===== src/rtl/multi_cycle_control_unit.sv =====
// Sequenced opcode control unit: accepts one opcode, runs a multi-cycle EXECUTE phase, then one WRITEBACK cycle.
// Latency: accept at cycle 0, EXECUTE 1..L (L = 1, MUL_LATENCY or DIV_LATENCY), WRITEBACK at L+1, ready again at L+2.
// Backpressure: instrReady is high only in IDLE; instrValid at any other time is ignored and the opcode is not captured.
//
// Ports:
//   clk, rstN               clock (rising edge) and asynchronous active-low reset
//   instrValid/instrReady   opcode handshake; opCode is sampled when both are high
//   opCode                  instruction opcode (values >= 8 are illegal, 3'b111 is HALT)
//   resume                  single-cycle pulse that leaves HALT
//   aluStart                pulse on the first EXECUTE cycle
//   registerWriteEnable     high only in WRITEBACK
//   operationType           000 pass, 001 add, 010 sub, 011 mul, 100 div
//   destinationSource       00 none, 01 memory/load, 10 ALU, 11 halt
//   busy / halted           state is EXECUTE or WRITEBACK / state is HALT
//   illegalOp               pulse the cycle after an illegal opcode is accepted
//   retiredCount            completed WRITEBACKs, wrapping
// Parameter ranges: OP_WIDTH >= 3, MUL_LATENCY and DIV_LATENCY in 1..255.
module multi_cycle_control_unit #(
  parameter int OP_WIDTH    = 3,
  parameter int MUL_LATENCY = 4,
  parameter int DIV_LATENCY = 8,
  parameter int COUNT_WIDTH = 16
) (
  input  logic                   clk,
  input  logic                   rstN,
  input  logic                   instrValid,
  output logic                   instrReady,
  input  logic [OP_WIDTH-1:0]    opCode,
  input  logic                   resume,
  output logic                   aluStart,
  output logic                   registerWriteEnable,
  output logic [2:0]             operationType,
  output logic [1:0]             destinationSource,
  output logic                   busy,
  output logic                   halted,
  output logic                   illegalOp,
  output logic [COUNT_WIDTH-1:0] retiredCount
);

  typedef enum logic [1:0] {
    S_IDLE      = 2'd0,
    S_EXECUTE   = 2'd1,
    S_WRITEBACK = 2'd2,
    S_HALT      = 2'd3
  } state_e;

  localparam logic [2:0] OP_NOP   = 3'd0;
  localparam logic [2:0] OP_LOAD  = 3'd1;
  localparam logic [2:0] OP_STORE = 3'd2;
  localparam logic [2:0] OP_ADD   = 3'd3;
  localparam logic [2:0] OP_SUB   = 3'd4;
  localparam logic [2:0] OP_MUL   = 3'd5;
  localparam logic [2:0] OP_DIV   = 3'd6;
  localparam logic [2:0] OP_HALT  = 3'd7;

  state_e                 state_q, state_d;
  logic [2:0]             opcode_q, opcode_d;
  logic [7:0]             cnt_q, cnt_d;
  logic                   first_q, first_d;
  logic                   illegal_q, illegal_d;
  logic [COUNT_WIDTH-1:0] retired_q, retired_d;

  // Zero-extending to 32 bits keeps the range check valid for OP_WIDTH == 3,
  // where no opcode can be illegal.
  logic op_illegal;
  assign op_illegal = (32'(opCode) >= 32'd8);

  // EXECUTE length minus one, loaded into the down-counter on accept.
  function automatic logic [7:0] latency_m1(input logic [2:0] op);
    case (op)
      OP_MUL:  return 8'(MUL_LATENCY - 1);
      OP_DIV:  return 8'(DIV_LATENCY - 1);
      default: return 8'd0;
    endcase
  endfunction

  always_ff @(posedge clk or negedge rstN) begin
    if (!rstN) begin
      state_q   <= S_IDLE;
      opcode_q  <= 3'd0;
      cnt_q     <= 8'd0;
      first_q   <= 1'b0;
      illegal_q <= 1'b0;
      retired_q <= '0;
    end else begin
      state_q   <= state_d;
      opcode_q  <= opcode_d;
      cnt_q     <= cnt_d;
      first_q   <= first_d;
      illegal_q <= illegal_d;
      retired_q <= retired_d;
    end
  end

  always_comb begin
    state_d   = state_q;
    opcode_d  = opcode_q;
    cnt_d     = cnt_q;
    first_d   = 1'b0;
    illegal_d = 1'b0;
    retired_d = retired_q;
    case (state_q)
      S_IDLE: begin
        if (instrValid) begin
          opcode_d = opCode[2:0];
          if (op_illegal) begin
            // Rejected in place: stay ready, flag it next cycle.
            illegal_d = 1'b1;
          end else if (opCode[2:0] == OP_HALT) begin
            state_d = S_HALT;
          end else begin
            state_d = S_EXECUTE;
            cnt_d   = latency_m1(opCode[2:0]);
            first_d = 1'b1;
          end
        end
      end
      S_EXECUTE: begin
        if (cnt_q == 8'd0) begin
          state_d = S_WRITEBACK;
        end else begin
          cnt_d = cnt_q - 8'd1;
        end
      end
      S_WRITEBACK: begin
        retired_d = retired_q + COUNT_WIDTH'(1);
        state_d   = S_IDLE;
      end
      S_HALT: begin
        // instrValid is not looked at here, so resume always wins.
        if (resume) begin
          state_d = S_IDLE;
        end
      end
      default: state_d = S_IDLE;
    endcase
  end

  // Output decode uses only registered state, never opCode directly.
  always_comb begin
    operationType     = 3'b000;
    destinationSource = 2'b00;
    case (state_q)
      S_EXECUTE, S_WRITEBACK: begin
        case (opcode_q)
          OP_LOAD:  destinationSource = 2'b01;
          OP_STORE: destinationSource = 2'b10;
          OP_ADD:  begin operationType = 3'b001; destinationSource = 2'b10; end
          OP_SUB:  begin operationType = 3'b010; destinationSource = 2'b10; end
          OP_MUL:  begin operationType = 3'b011; destinationSource = 2'b10; end
          OP_DIV:  begin operationType = 3'b100; destinationSource = 2'b10; end
          default: begin operationType = 3'b000; destinationSource = 2'b00; end
        endcase
      end
      S_HALT:  destinationSource = 2'b11;
      default: destinationSource = 2'b00;
    endcase
  end

  assign instrReady          = (state_q == S_IDLE);
  assign busy                = (state_q == S_EXECUTE) || (state_q == S_WRITEBACK);
  assign halted              = (state_q == S_HALT);
  assign registerWriteEnable = (state_q == S_WRITEBACK);
  // first_q is only ever set on the transition into EXECUTE.
  assign aluStart            = first_q && (state_q == S_EXECUTE);
  assign illegalOp           = illegal_q;
  assign retiredCount        = retired_q;

endmodule


===== config.mk =====
export PLATFORM = sky130hd
export DESIGN_NAME = multi_cycle_control_unit
export DESIGN_NICKNAME = d
export VERILOG_FILES = /design/src/rtl/multi_cycle_control_unit.sv
export SDC_FILE = /design/constraint.sdc
export NUM_CORES = 1
export LEC_CHECK = 0
export CAP_MARGIN = 0
export CORE_ASPECT_RATIO = 1.4
export CORE_MARGIN = 3
export CORE_UTILIZATION = 43
export DETAILED_ROUTE_END_ITERATION = 10
export GPL_ROUTABILITY_DRIVEN = 0
export GPL_TIMING_DRIVEN = 0
export PLACE_DENSITY = 0.77
export SKIP_LAST_GASP = 1
export SYNTH_ARGS = -nofsm -noshare
export SYNTH_HDL_FRONTEND = slang
export SYNTH_SLANG_ARGS = --single-unit

===== constraint.sdc =====
create_clock -name clk -period 2 [get_ports clk]
set_clock_uncertainty 0.05 [all_clocks]
set_input_delay 0.4 -clock clk [delete_from_list [all_inputs] [get_ports clk]]
set_output_delay 0.4 -clock clk [all_outputs]
set_load 0.05 [all_outputs]

==> results of run 1 <==
==> cell families (layout without fill, tap and decap cells) <==
family	after synthesis	in the layout	synth area share [%]
AOI/OAI and AO/OA	18	18	7.13
other	1	1	0.227
xor gates and xnor gates	17	17	9.02
muxes	10	10	6.75
adders and majority gates	8	8	6.07
buffers and inverters	12	55	3.03
and+or+nand+nor	66	66	22.3
DFF	30	30	45.5
==> synth_stat cells (2+ instances only) <==
library cell / number
xnor2_1: 9
and4_1: 2
and3_1: 4
ha_1: 8
and2_1: 2
mux2_2: 5
nand2_1: 16
nor2b_1: 2
or4b_1: 2
a31oi_1: 3
a21oi_1: 4
nor3_1: 8
dfrtp_1: 30
nand4_1: 3
nand3_1: 8
nand2b_1: 2
xor2_1: 8
inv_1: 10
mux2i_1: 4
o21ai_0: 4
nor2_1: 10
or3_1: 2
==> timing repair <==
action                     CTS  global route
gates cloned                 0             0
gates resized for setup     45            17
pin swaps                    2             1
setup endpoints to repair   12            20
buffers inserted             1             2
==> report_power, final <==
group          total, uW  switching, uW  leakage [uW]  internal [uW]
logic               2010           1210      0.000663            800
registers            988            210      0.000392            778
clock network        769            238     0.0000714            531
==> registers in the layout (all words and copies together), names as in the netlist <==
signal	count
retiredCount	16
cnt_q	8
opcode_q	3
state_q	2
first_q	1
==> worst max-delay path by stage <==
| stage | slack [ns] | to | cells after the start | startpoint |
|---|---|---|---|---|
| floorplan | -0.27 | destinationSource[1] | 6 | state_q[0]$_DFFE_PN0P_ |
| global placement | -0.44 | destinationSource[1] | 7 | state_q[0]$_DFFE_PN0P_ |
| detailed placement | -0.44 | destinationSource[1] | 7 | state_q[1]$_DFFE_PN0P_ |
| CTS | -0.10 | destinationSource[1] | 6 | state_q[1]$_DFFE_PN0P_ |
| global route | -0.15 | destinationSource[1] | 7 | state_q[1]$_DFFE_PN0P_ |
| finish | -0.05 | busy | 3 | state_q[1]$_DFFE_PN0P_ |
==> cell usage in the layout, fill, tap and decap left out, drive strengths merged, types with 2 or more instances in the layout <==
| cell type | n |
|---|---|
| dfrtp | 30 |
| nand2 | 16 |
| clkdlybuf4s50 | 13 |
| buf | 11 |
| inv | 10 |
| nor2 | 10 |
| xnor2 | 9 |
| nand3 | 9 |
| xor2 | 8 |
| ha | 8 |
| nor3 | 8 |
| clkbuf | 7 |
| dlymetal6s2s | 6 |
| mux2 | 6 |
| and3 | 4 |
| o21ai | 4 |
| a21oi | 4 |
| mux2i | 4 |
| a31oi | 3 |
| nand4 | 3 |
| clkdlybuf4s15 | 3 |
| dlygate4sd2 | 3 |
| and2 | 3 |
| nor2b | 2 |
| nand2b | 2 |
| or3 | 2 |
| or4b | 2 |
| and4 | 2 |
| bufinv | 2 |
==> layout make-up <==
type,count,share of cell area (%)
Buffer,2,0.829
Clock buffer,6,3.65
Clock inverter,2,2.65
Inverter,10,1.66
Multi-Input combinational cell,120,40.8
Sequential cell,30,33.1
Tap cell,42,2.32
Timing Repair Buffer,35,14.9
==> critical path, cell delays in order, from the launching register on <==
cell and delay (ns):
dfrtp_1 0.40, inv_2 0.08, ha_4 0.31, dlygate4sd2_1 0.53
==> per-stage QoR <==
step	worst slack (ns)	area [sq um]	std cells
2_1_floorplan	-0.266	1700	162
3_3_place_gp	-0.443	2070	236
3_5_place_dp	-0.439	2070	236
4_1_cts	-0.103	2200	245
5_1_grt	-0.145	2260	247
6_report	-0.0475	2260	247
==> metal layers <==
layer | up-vias | routed length [microns] | global-route usage, %
met3 | 7 | 127 | 4.07
met4 | 0 | 85 | 9.74
li1 | 651 | - | -
met5 | - | 0 | 0
met2 | 28 | 1870 | 28.0
met1 | 668 | 1460 | 18.8
==> results.md, run 1 <==
* Status: finished with violations
* Failing checks: setup timing
* Synthesized instance count at 162
* R2R Path Start: state_q[0]$_DFFE_PN0P_
* Vias in the first global route at 1304
* Max Cap Viol at 0
* Final core occ at 61.6%
* Setup WS post-layout at -0.0475 ns
* Yosys cell types at 38
* Largest net degree at the start of global routing at 31
* Synthesized Nets at 177
* Cells on worst reg2reg path at 6
* CTS Buf Count at 5
* CTS tree: yes
* CORE AREA at 3680 sq um
* Sequential Area at 751 sq um
* Hold-fix buffers, CTS at 0
* Sequential fraction of the synthesis area at 45.5%
* Synth Flop Type: dfrtp_1
* Layout cells sized above 1 at 21.5%
* Initial Util at 44.9%
* IO Pins at 34
* Synth Cell Area at 1650 sq um
* Drt pass-1 iters at 4
* Total routed wirelength at 3.54 mm
* Cell taking the most area after synthesis: dfrtp_1
* Final min period at 2.05 ns
* Worst Path Required at 1.55 ns
* Power density cells at 1660 nW/um^2
* CTS Sinks at 30
* DR DRC count at 0
* Row Count at 26
* Endpoint type of the worst setup path: primary output
* Setup_tns at -0.0920 ns
* Vias per cell at 5.48
* # H-tree levels at 2
* Slew headroom at 55.4%
* Synth Area per Inst at 10.2 sq um
* Initial antenna violation count at 0
* # port buffers at 32
* Antenna Cells at 0
* Die height at 79.3 microns
* Post-synth EDFFs at 0
* Yosys reg bits at 30
* CTS clk-pin slew, worst paths at 0.07 ns
* Area Overhead vs Synth at 37.2%
* YS warnings at 0
* First-pass GRT wire length at 5.90 mm
* Reg2reg end: cnt_q[7]$_DFFE_PN0P_
* Worst-Skew Late Latency at 0.28 ns
* Slack of the worst reg-to-reg path at 0.01 ns
* Post-layout net count at 219
* Hold Crit Class: in -> async
* CTS Buffer Depth at 2
* Final Hold Viols at 0
* Period utilization at 102%
* Max-slew violation count at 0
* Worst path arrival time at 1.60 ns
* Drt wl/cell at 14.3 microns
* Fmax at 488 MHz
* Final HPWL DP at 2.47 mm
* Crit Path Max Fanout at 6
* Top-area cell type share of the netlist area at 45.5%
* DR vias at 1354
* Global route total overflow at 0
* LEAKAGE at 0.00113 uW
* Ranking of synthesized cells by area: dfrtp_1 45%, ha_1 6.1%, xnor2_1 4.8%
* Initial DRC Count at 20
* Total design power at 3770 uW
* Setup violations, final at 2
* Final hold slack at 0.0950 ns
* Critical path class: reg -> out
* RSZ-0062 raised after global routing: yes
* Critical Path Start Type: register
* Total die area at 4630 sq um
* Multi-input gate area at 925 sq um
* Final ANT Viol Nets at 0
* Clk root buf: clkbuf_8
* Die X at 58.4 microns
* Asr flop ratio synth at 100%
* Worst Tran Pin Value at 0.669 ns
* Layout fillers at 301
* Total track usage at 16.7%
* VDD IR max at 1.44 mV
(Power assumes the default switching activity.)
==> run 2, diff against run 1 <==
--- a/config.mk
+++ b/config.mk
@@ -7,12 +7,12 @@
 export LEC_CHECK = 0
 export CAP_MARGIN = 0
 export CORE_ASPECT_RATIO = 1.4
-export CORE_MARGIN = 3
-export CORE_UTILIZATION = 43
+export CORE_MARGIN = 4
+export CORE_UTILIZATION = 51
 export DETAILED_ROUTE_END_ITERATION = 10
 export GPL_ROUTABILITY_DRIVEN = 0
 export GPL_TIMING_DRIVEN = 0
-export PLACE_DENSITY = 0.77
+export PLACE_DENSITY = 0.88
 export SKIP_LAST_GASP = 1
 export SYNTH_ARGS = -nofsm -noshare
 export SYNTH_HDL_FRONTEND = slang
==> run 2 against run 1 <==
- flip-flop and latch count did not move
- count of clock-buffer cells in the layout fell by 1
- non-clock buffer count fell by 1
- critical path depth rose by 4
- final cell count fell by 1.6%
- sequential power barely moved
- worst setup slack improved by 0.0082 ns
- first-iteration DRC count rose by 90%
- final area fell by 1.9%
- the run still ends with setup timing left
- hold slack got worse by 0.015 ns
- clock power fell by 22%
- combinational power rose by 2%
==> results.md, run 2 (synthesis gave the netlist of run 1 again) <==
* CTS clk-pin slew, worst paths at 0.07 ns (about the same)
* Final min period at 2.04 ns (-0.00815 ns)
* First-pass GRT wire length at 6.30 mm (+6.8%)
* IO Pins at 34 (unchanged)
* Cell Area, Placed at 2070 sq um (-0.18%)
* CP max-delay cell: dfrtp_1
* Cells on worst reg2reg path at 6 (unchanged)
* Most common cell after layout, fill and taps aside: dfrtp_1
* Die X at 56.1 microns (-3.9%)
* CTS tree: yes
* Max Cap Viol at 0 (unchanged)
* Final std cells w/o fill at 243 (-1.6%)
* DR DRC count at 0 (unchanged)
* Crit-path cells: inv_2, ha_4, nand2_4, nor3_4, nor3_2, nor2_4, buf_6
* Setup WS post-layout at -0.0394 ns (+0.00815 ns)
* Largest net degree at the start of global routing at 31 (unchanged)
* Endpoint type of the worst setup path: primary output
* CTS Buffer Depth at 2 (unchanged)
* CTS Sinks at 30 (unchanged)
* Worst Tran Pin Value at 0.647 ns (-0.0219 ns)
* Commonest cells after routing, fill and taps aside: 30 x dfrtp_1, 14 x nand2_1, 12 x clkdlybuf4s50_1
* Total routed wirelength at 3.85 mm (+8.9%)
* Drt pass-1 iters at 4 (unchanged)
* Placed Cells at 233 (-1.3%)
* Final Hold Viols at 0 (unchanged)
* Hold Crit Class: in -> async
* Status: finished with violations
* VDD IR max at 1.41 mV (-2.0%)
* Crit Path Max Fanout at 6 (unchanged)
* Vias per cell at 5.58 (+1.9%)
* Critical path class: reg -> out
* Slew headroom at 56.9% (+1.5 points)
* Vias in the first global route at 1392 (+6.7%)
* LEAKAGE at 0.00111 uW (-1.5%)
* DR vias at 1357 (+0.22%)
* Initial DRC Count at 38 (+90%)
* Layout Cell Area excl Fill at 2220 sq um (-1.9%)
* Layout cells sized above 1 at 20.6% (-0.88 points)
* Setup violations, final at 4 (+2)
* CORE AREA at 3120 sq um (-15%)
* Antenna Cells at 0 (unchanged)
* Area Overhead vs Synth at 34.6%
* Largest stage delay, worst path at 0.37 ns (-0.16 ns)
* Largest register FFs at 16 (unchanged)
* Total track usage at 19.6% (+2.9 points)
* Max-slew violation count at 0 (unchanged)
* Worst path arrival time at 1.59 ns (about the same)
* Global route total overflow at 0 (unchanged)
* Fmax at 490 MHz (+0.40%)
* Worst-Skew Late Latency at 0.29 ns (about the same)
* Critical Path Start Type: register
* Final ANT Viol Nets at 0 (unchanged)
* Failing checks: setup timing
* Period utilization at 102% (-0.41 points)
* Final HPWL DP at 2.81 mm (+14%)
* Power density cells at 1650 nW/um^2 (-0.95%)
* Post-layout net count at 218 (-0.46%)
* Initial antenna violation count at 0 (unchanged)
* Die height at 75.3 microns (-5.0%)
* RSZ-0062 raised after global routing: yes
* Total die area at 4220 sq um (-8.8%)
* # H-tree levels at 2 (unchanged)
* Drt wl/cell at 15.8 microns (+11%)
* Initial Util at 52.8% (+8.0 points)
* Row Count at 24 (-7.7%)
* CTS Buf Count at 5 (unchanged)
* # port buffers at 32 (unchanged)
* Clk root buf: clkbuf_8
* Worst Path Required at 1.55 ns (about the same)
==> run 2: cell types whose count changed in the layout (fill, tap and decap cells not counted), moves of 2 or more <==
cell | previous run | this run
clkdlybuf4s15_2 | 3 | 0
clkinv_2 | 0 | 2
dlygate4sd2_1 | 3 | 7
mux2_2 | 5 | 3
mux2_4 | 1 | 3
==> run 2: area by class of cell <==
| class | instances | area [sq um] |
|---|---|---|
| Buffer | 2 | 18.8 |
| Fill cell | 228 | 902 |
| Timing Repair Buffer | 34 | 320 |
| Clock buffer | 5 | 68.8 |
| Tap cell | 39 | 48.8 |
| Clock inverter | 3 | 40.0 |
| Multi-Input combinational cell | 120 | 936 |
| Inverter | 10 | 37.5 |
| Sequential cell | 30 | 751 |
==> run 2: repair_timing <==
| action | in CTS | in global routing |
|---|---|---|
| setup endpoints to repair | 15 | 24 |
| pin swaps | 0 | 2 |
| hold buffers | 0 | 0 |
| resized for setup | 43 | 24 |
| setup buffers | 2 | 0 |
==> run 2: stage by stage <==
stage	setup slack [ns]	TNS, ns	hold WS [ns]	util, %	total power [uW]
floorplan	-0.266	-0.700	0.0544	-	2460
global placement	-0.418	-1.57	0.409	66.1	2900
detailed placement	-0.492	-3.53	0.416	66.1	3000
CTS	-0.220	-0.300	0.430	69.8	3590
global route	-0.130	-0.435	0.136	71.1	3870
finish	-0.0394	-0.0848	0.0802	71.1	3660
==> run 2: power breakdown <==
group,switching [uW],total (uW),leakage [uW],internal [uW]
clock,235,601,0.0000579,366
combinational,1250,2060,0.000660,802
sequential,223,1000,0.000392,778
==> run 2: per-layer routing <==
layer  part of all wire, %  track usage [%]
met1                    37             19.2
met2                    56             37.2
met3                   5.3             6.61
met4                   1.7             9.50
met5                     0                0
==> run 2: path summary, 6_finish.rpt <==
| path | from | endpoint | slack, ns |
|---|---|---|---|
| worst max-delay path | state_q[1]$_DFFE_PN0P_ | destinationSource[1] | -0.04 |
| worst min register to register | retiredCount[15]$_DFFE_PN0P_ | retiredCount[15]$_DFFE_PN0P_ | 0.43 |
| worst min-delay path | rstN | retiredCount[11]$_DFFE_PN0P_ | 0.08 |
| max in group asynchronous | rstN | cnt_q[6]$_DFFE_PN0P_ | 1.39 |
| min in group clk | retiredCount[15]$_DFFE_PN0P_ | retiredCount[15]$_DFFE_PN0P_ | 0.43 |
| worst max register to register | state_q[0]$_DFFE_PN0P_ | cnt_q[7]$_DFFE_PN0P_ | 0 |
==> run 2: worst max-delay path, delay by kind of cell, from the launching register on <==
| kind | cells | cell delay [ns] |
|---|---|---|
| simple gates | 4 | 0.39 |
| flops | 1 | 0.37 |
| fa+ha+maj | 1 | 0.30 |
| buf+inv | 2 | 0.23 |
==> run 3, diff against run 2 <==
--- a/config.mk
+++ b/config.mk
@@ -12,7 +12,7 @@
 export DETAILED_ROUTE_END_ITERATION = 10
 export GPL_ROUTABILITY_DRIVEN = 0
 export GPL_TIMING_DRIVEN = 0
-export PLACE_DENSITY = 0.88
+export PLACE_DENSITY = 0.8
 export SKIP_LAST_GASP = 1
 export SYNTH_ARGS = -nofsm -noshare
 export SYNTH_HDL_FRONTEND = slang
==> run 3 against run 2 <==
- the flow still finishes with violations (setup timing)
- count of clock-buffer cells in the layout increased by 2
- largest power group unchanged
- final area is 1.4% higher
- routed wire length increased by 0.86%
- global-route usage down 0.42 points
- register-to-register slack worse by 0.04 ns
- sequential share of layout area shrank 0.47 points
- combinational power rose by 3%
==> results.md, run 3 (synthesis gave the netlist of run 1 again) <==
* Status: finished with violations
* Failing checks: setup timing
* Most common cell after layout, fill and taps aside: dfrtp_1
* CP max-delay cell: dfrtp_1
* DR WL met3 at 186 microns (-9.7%)
* Critical Path Start Type: register
* Period utilization at 103% (+0.82 points)
* Critical path class: reg -> out
* Max-slew violation count at 0 (unchanged)
* Dpl ws at -0.449 ns (+0.0432 ns)
* DR vias at 1364 (+0.52%)
* Commonest cells after routing, fill and taps aside: 30 x dfrtp_1, 14 x nand2_1, 12 x clkdlybuf4s50_1
* Slew headroom at 55.7% (-1.2 points)
* Final min period at 2.06 ns (+0.0163 ns)
* Max Cap Viol at 0 (unchanged)
* Final std cells w/o fill at 247 (+1.6%)
* Power density cells at 1620 nW/um^2 (-1.8%)
* Final ANT Viol Nets at 0 (unchanged)
* Vias in the first global route at 1360 (-2.3%)
* Vias per cell at 5.52 (-1.1%)
* Sequential Area at 751 sq um (unchanged)
* Crit-path cells: inv_2, ha_4, nand2_4, nor3_4, nor3_2, nor2_4, buf_8
* CTS clk-pin slew, worst paths at 0.06 ns (about the same)
* First-pass GRT wire length at 6.13 mm (-2.6%)
* Worst Path Required at 1.55 ns (about the same)
* Worst Tran Pin Value at 0.665 ns (+0.0179 ns)
* Clk root buf: clkbuf_8
* Global route total overflow at 0 (unchanged)
* Total track usage at 19.2% (-0.42 points)
* Multi-input gate area at 946 sq um (+1.1%)
* Die X at 56.1 microns (unchanged)
* CORE AREA at 3120 sq um (unchanged)
* Hold-fix buffers, CTS at 0 (unchanged)
* Top layer in use: met4
* Initial antenna violation count at 0 (unchanged)
* LEAKAGE at 0.00113 uW (+2.2%)
* Final Hold Viols at 0 (unchanged)
* Antenna Cells at 0 (unchanged)
* Initial DRC Count at 37 (-2.6%)
* Total die area at 4220 sq um (unchanged)
* Drt wl/cell at 15.7 microns (-0.78%)
* Die height at 75.3 microns (unchanged)
* Worst path arrival time at 1.61 ns (+0.02 ns)
* Met2 wire len at 2.07 mm (-4.3%)
* Crit Path Max Fanout at 6 (unchanged)
* CTS tree: yes
* Largest register FFs at 16 (unchanged)
* CTS Buf Count at 5 (unchanged)
* Final HPWL DP at 2.63 mm (-6.5%)
* IO Pins at 34 (unchanged)
* Setup violations, final at 2 (-2)
* Largest net degree at the start of global routing at 31 (unchanged)
* CTS Sinks at 30 (unchanged)
* Post-layout net count at 222 (+1.8%)
* Row Count at 24 (unchanged)
* Endpoint type of the worst setup path: primary output
* Hold Crit Class: in -> async
* CTS Buffer Depth at 2 (unchanged)
* Placed Cells at 233 (unchanged)
* Layout fillers at 217 (-4.8%)
* Total routed wirelength at 3.88 mm (+0.86%)
* Delay-heaviest family, CP: flip-flops
* Setup WS post-layout at -0.0557 ns (-0.0163 ns)
* DR DRC count at 0 (unchanged)
* WL met1 at 1.54 mm (+8.6%)
* Worst Path Buf+Inv at 2 (unchanged)
* # H-tree levels at 2 (unchanged)
* Largest stage delay, worst path at 0.42 ns (+0.05 ns)
* Layout cells sized above 1 at 25.5% (+4.9 points)
* Worst-Skew Late Latency at 0.29 ns (about the same)
* # port buffers at 32 (unchanged)
* Initial Util at 52.8% (unchanged)
* Fmax at 486 MHz (-0.79%)
* VDD IR max at 1.28 mV (-9.8%)
* RSZ-0062 raised after global routing: yes
* Area Overhead vs Synth at 36.5%
* Drt pass-1 iters at 4 (unchanged)
## run 3: cell type report
cell class              count  share of cell area [%]
clock buffers               7                    3.83
inverters                  10                    1.67
well taps                  39                    2.17
plain buffers               2                   0.833
multi-input cells         120                    42.0
repair buffers             38                    15.9
clock inverters             1                   0.222
flip-flops and latches     30                    33.3
## run 3: metrics by stage
stage / hold WS (ns) / total power [uW] / utilization, % / setup TNS, ns / instance area, sq um
6_report: 0.0911 / 3650 / 72.1 / -0.0969 / 2250
5_1_grt: 0.134 / 3880 / 72.1 / -0.338 / 2250
4_1_cts: 0.424 / 3430 / 68.2 / -0.447 / 2130
3_5_place_dp: 0.416 / 2980 / 66.1 / -3.09 / 2070
3_3_place_gp: 0.410 / 2900 / 66.1 / -1.98 / 2070
2_1_floorplan: 0.0544 / 2460 / - / -0.700 / 1700
## run 3: timing repair
item	CTS	global route
setup buffers	0	6
setup endpoints to repair	13	28
gates resized for setup	41	35
pin swaps	0	6
## run 3: where the power goes
part	internal, uW	switching, uW	total [uW]
Combinational	860	1270	2130
Clock	277	240	517
Sequential	778	222	1000
Total	1920	1730	3650
## run 3: final timing paths
| check | start | to | slack (ns) | cells past startpoint |
|---|---|---|---|---|
| worst min-delay path | rstN | retiredCount[10]$_DFFE_PN0P_ | 0.09 | 1 |
| worst min register to register | retiredCount[15]$_DFFE_PN0P_ | retiredCount[15]$_DFFE_PN0P_ | 0.42 | 1 |
| worst max-delay path | state_q[0]$_DFFE_PN0P_ | destinationSource[1] | -0.06 | 7 |
| min in group clk | retiredCount[15]$_DFFE_PN0P_ | retiredCount[15]$_DFFE_PN0P_ | 0.42 | 1 |
| max in group asynchronous | rstN | retiredCount[2]$_DFFE_PN0P_ | 1.38 | 1 |
| worst max register to register | state_q[0]$_DFFE_PN0P_ | cnt_q[7]$_DFFE_PN0P_ | -0.04 | 6 |
## run 3: layer usage
layer / global-route usage [%] / vias up
li1: - / 655
met1: 20.8 / 655
met2: 34.7 / 47
met3: 5.76 / 7
met4: 8.97 / 0
met5: 0 / -
